[src/rtl/imem_pkg.sv]
// Shared types for the instruction-memory boot loader.
package imem_pkg;
  typedef enum logic [2:0] {IDLE, FETCH, CAPTURE, WRITE, DONE} loader_state_t;
  localparam int WORD_BYTES = 4;
  localparam int MAX_WORDS  = 64;
endpackage

[src/rtl/imem_loader.sv]
// Boot-time loader: pops prog_len words from the instruction FIFO into
// instruction memory at byte addresses 0,4,8,... then releases the CPU.
module imem_loader
  import imem_pkg::*;
#(
  parameter int DATA_WIDTH = 32,
  parameter int BYTE_WIDTH = 8,
  parameter int MEM_DEPTH  = 256
) (
  input  logic                  clk,
  input  logic                  rst_n,
  input  logic                  start,
  input  logic [6:0]            prog_len,
  input  logic                  fifo_empty,
  output logic                  fifo_rd_en,
  input  logic [DATA_WIDTH-1:0] fifo_dout,
  output logic                  mem_we,
  output logic [BYTE_WIDTH-1:0] mem_dir,
  output logic [DATA_WIDTH-1:0] mem_data,
  output logic                  busy,
  output logic                  load_done,
  output logic                  len_err,
  output logic                  cpu_run
);

  localparam logic [6:0] MAX_W = 7'(MEM_DEPTH / WORD_BYTES);

  loader_state_t         state, state_n;
  logic [BYTE_WIDTH-1:0] addr;
  logic [6:0]            wcnt, len;
  logic                  load, err_set, err_clr;

  always_comb begin
    state_n = state;
    load    = 1'b0;
    err_set = 1'b0;
    err_clr = 1'b0;
    case (state)
      IDLE, DONE: begin
        if (start) begin
          if (prog_len == 7'd0) begin
            state_n = DONE;
            err_clr = 1'b1;
          end else if (prog_len > MAX_W) begin
            state_n = IDLE;
            err_set = 1'b1;
          end else begin
            state_n = FETCH;
            load    = 1'b1;
          end
        end
      end
      FETCH:   if (!fifo_empty) state_n = CAPTURE;
      CAPTURE: state_n = WRITE;
      WRITE:   state_n = (wcnt + 7'd1 == len) ? DONE : FETCH;
      default: state_n = IDLE;
    endcase
  end

  always_ff @(posedge clk or negedge rst_n) begin
    if (!rst_n) begin
      state    <= IDLE;
      addr     <= '0;
      wcnt     <= '0;
      len      <= '0;
      len_err  <= 1'b0;
      mem_we   <= 1'b0;
      mem_dir  <= '0;
      mem_data <= '0;
    end else begin
      state <= state_n;
      if (load) begin
        len  <= prog_len;
        wcnt <= '0;
        addr <= '0;
      end
      if (err_set) len_err <= 1'b1;
      else if (load || err_clr) len_err <= 1'b0;
      // FIFO data arrives the cycle after the pop, so it is captured in CAPTURE.
      if (state == CAPTURE) begin
        mem_data <= fifo_dout;
        mem_dir  <= addr;
        mem_we   <= 1'b1;
      end
      if (state == WRITE) begin
        mem_we <= 1'b0;
        addr   <= addr + BYTE_WIDTH'(WORD_BYTES);
        wcnt   <= wcnt + 7'd1;
      end
    end
  end

  assign fifo_rd_en = (state == FETCH) && !fifo_empty;
  assign busy       = (state == FETCH) || (state == CAPTURE) || (state == WRITE);
  assign load_done  = (state == DONE);
  assign cpu_run    = (state == DONE);

endmodule

[config.mk]
export PLATFORM = sky130hd
export DESIGN_NAME = imem_loader
export DESIGN_NICKNAME = d
export VERILOG_FILES = /design/src/rtl/imem_pkg.sv /design/src/rtl/imem_loader.sv
export SDC_FILE = /design/constraint.sdc
export NUM_CORES = 1
export LEC_CHECK = 0
export ABC_CLOCK_PERIOD_IN_PS = 2100
export CORE_UTILIZATION = 35
export CTS_CLUSTER_DIAMETER = 40
export DETAILED_ROUTE_END_ITERATION = 12
export DONT_BUFFER_PORTS = 1
export PLACE_DENSITY_LB_ADDON = 0.08
export SLEW_MARGIN = 10
export SYNTH_ARGS = -nofsm -noshare
export SYNTH_HDL_FRONTEND = slang
export SYNTH_SLANG_ARGS = --single-unit
[constraint.sdc]
create_clock -name clk -period 2.1 [get_ports clk]
set_clock_uncertainty 0.15 [all_clocks]
set_input_delay 0.42 -clock clk [delete_from_list [all_inputs] [get_ports clk]]
set_output_delay 0.42 -clock clk [all_outputs]
set_load 0.01 [all_outputs]
==> out/metrics.csv <==
stage;metric;value;unit
layout;nets;273;
critical_path;worstSetupPathType;register to register;
route;wl_met1;2206;µm
synth;ys_types;40;
synth;synth_area_leaders;dfrtp_1 (57%), mux2_2 (16%), mux2_4 (3.8%), o21ai_0 (3.2%), nor2_1 (1.8%);
pwr;ir_drop;0.4662;mV
synth;yosys.area.top_type;dfrtp_1;
run_status;outcome;completed;
critical_path;cp_max_fo;2;
die;die_y;91.23;µm
layout;drive_gt1_share;33.91;%
grt;grt.total_usage;13.23;%
sta;finalCritPeriodShare;94.56;%
synth;async_flop_share;100.0;%
placed_design;placed_cell_area;0.002953;mm²
pwr;leakage;1.380;nW
synth;synth_area;0.002786;mm²
critical_path;arrival;2.04;ns
synth;synth_edf_count;0;
synth;synth_cells;218;
die;rows;32;
sta;setup_tns;0;ns
critical_path;reg2reg_from;wcnt[0]$_DFFE_PN0P_;
sta;rsz0062_at_grt;false;
layout;final_area;0.003193;mm²
synth;synth-seq-area-share;56.58;%
critical_path;critPathMaxStageDelay;0.39;ns
clock_network;cts_buffers;9;
die;start_util;36.06;%
critical_path;cpMaxStageDelayCell;dfrtp_1;
die;die_w;91.23;µm
clock_network;clkSinkCount;63;
critical_path;cp-startpoint;wcnt[0]$_DFFE_PN0P_;
sta;period_needed;1.986;ns
placed_design;io_buffers;0;
clock_network;cts_tree;yes;
synth;synth_simple_gate_area_share;8.577;%
layout;area_delta_synth_final;14.59;%
route;ant_nets;0;
route;wl_met2;2404;µm
worst_hold_path;worstHoldStart;fifo_dout[31];
placed_design;globalplace.congestion;0.7065;
die;core;0.007727;mm²
layout;layoutNonFillerInstCount;335;
placed_design;pre_cts_ws;-0.1487;ns
route;drt_first_pass_iters;4;
critical_path;cp-start-kind;register;
grt;grt_pass1_vias;1729;
synth;synth_flop_cell;dfrtp_1;
synth;synth_xor_area_share;2.829;%
route;drt-total-wl;5010;µm
grt;grt_pass1_wl;8390;µm
critical_path;required;2.16;ns
layout;fillers;728;
die;io_pins;89;
route;top_layer;met4;
synth;yosys.area.top_type_share;56.58;%
sta;worst_slack;0.1143;ns
sta;finalSetupViolCount;0;
synth;yosysWarnings;0;
route;vias;1656;
grt;grt_max_degree;64;
clock_network;h-tree-depth;3;
critical_path;critPathCaptureType;register;
sta;timing.final.hold_violations;0;
die;dieArea;0.008322;mm²
synth;synth_compound_area_share;8.307;%
worst_hold_path;min_path_type;primary input to register;
flow_run;drv_cap;0;
route;met3_length;333;µm
clock_network;cts_root_buf;clkbuf_8;
route;vias_per_cell;4.943;
sta;fmax;503.6;MHz
clock_network;clockBufferDepth;2;
clock_network;clk_latency;0.33;ns
sta;slew_viol_final;0;
synth;syn_avg_cell_area;12.78;µm²
route;drcViolationCount;0;
placed_design;hpwl;3450;µm
synth;synth_adder_area_share;0.8981;%
synth;ys_seq_elements;63;
clock_network;clkTransAtPathRegs;0.07;ns
synth;synth_top_family_by_area;multiplexers;
grt;antenna_found_initial;0;
route;dr.first_iter.drc_count;56;
placed_design;dp_cells;317;
pwr;p_total;4.882;mW
grt;grt-ovfl-total;0;
layout;n_antenna_cell;0;
synth;synthMuxAreaShare;19.89;%
pwr;p_per_area;1529;mW/mm²
critical_path;worstPathCellList;ha_1, xnor2_1, o211ai_1, a211o_1, nor4_2, buf_4, o21ai_0;
route;route.detailed.wl_per_inst;14.96;µm
critical_path;path_buf_inv;1;
critical_path;cp_top_family;compound AO/OA/AOI/OAI gates;
[cell usage after synthesis, types with 2 or more instances]
master,n
o21ai_0,18
nor2b_1,3
and2_1,4
xor2_1,5
and3_1,3
nand2_1,9
nand4_1,2
a21oi_1,4
clkbuf_1,4
mux2_2,39
buf_2,2
nand3_1,3
a31oi_1,2
buf_4,4
nor2_1,13
buf_1,3
xnor2_1,4
mux2_4,7
ha_1,2
dfrtp_1,63
nand2b_1,2
a2bb2oi_1,2
a22o_1,3
[timing repair]
action                                  in CTS  in global routing
hold buffers                                 2                  0
endpoints found under the setup margin       0                  1
gates resized for setup                      0                  1
setup buffers                                0                  0
endpoints found under the hold margin       63                  0
[layer usage]
metal,vias to the layer above,track usage [%]
met5,-,0
met4,0,7.143
met3,5,5.193
met2,60,20.90
met1,807,15.43
li1,784,-
[flip-flops by register name (all words and copies together) (netlist names)]
signal,flops
state,3
len,7
len_err,1
mem_we,1
mem_dir,6
addr,6
wcnt,7
mem_data,32
[cells in the final DEF, fill, tap and decap left out, types with 5 or more instances in the layout]
cell	instances
dfrtp_1	63
nor2_1	12
o21ai_0	18
xor2_1	5
mux2_2	39
buf_4	8
mux2_4	7
nand2_1	9
clkbuf_8	9
[where the power goes]
| part | leakage [nW] | switching (mW) | internal [mW] |
|---|---|---|---|
| logic | 0.506 | 0.622 | 0.872 |
| clock network | 0.0956 | 0.477 | 0.549 |
| registers | 0.779 | 0.601 | 1.76 |
| total | 1.38 | 1.70 | 3.18 |
[kinds of logic after synthesis]
family	Yosys count
flip-flops	63
multiplexers	47
AND/OR/NAND/NOR	46
AO/OA/AOI/OAI	36
buffers and inverters	14
XOR/XNOR	9
adder cells (fa/ha/maj)	2
other	1
[final cells by class]
type,instances,area [µm²],share of cell area [%]
sequential,63,1577,49.37
multi-input combinational,142,1155,36.17
timing repair buffer,12,137.6,4.310
tap,102,127.6,3.997
clock buffer,9,123.9,3.879
clock inverter,7,72.57,2.273
[path summary, 6_finish.rpt]
kind                       cells past startpoint  slack, ns                       end
hold reg to reg                                1       0.34       addr[7]$_DFFE_PN0P_
max in group asynchronous                      2       1.07        len[4]$_DFFE_PN0P_
min in group asynchronous                      2       0.46  mem_data[14]$_DFFE_PN0N_
setup / recovery                               7       0.11      state[0]$_DFFE_PN0P_
hold / removal                                 1       0.08  mem_data[31]$_DFFE_PN0N_
setup reg to reg                               7       0.11      state[0]$_DFFE_PN0P_
[metrics by stage]
stage | hold WS [ns] | util (%)
after floorplan | -0.02559 | -
after global placement | -0.02400 | 38.21
after detailed placement | -0.02411 | 38.21
after CTS | 0.05545 | 41.24
after global routing | 0.04778 | 41.32
final | 0.08005 | 41.32
No activity file was read; power rests on OpenSTA's default activity.
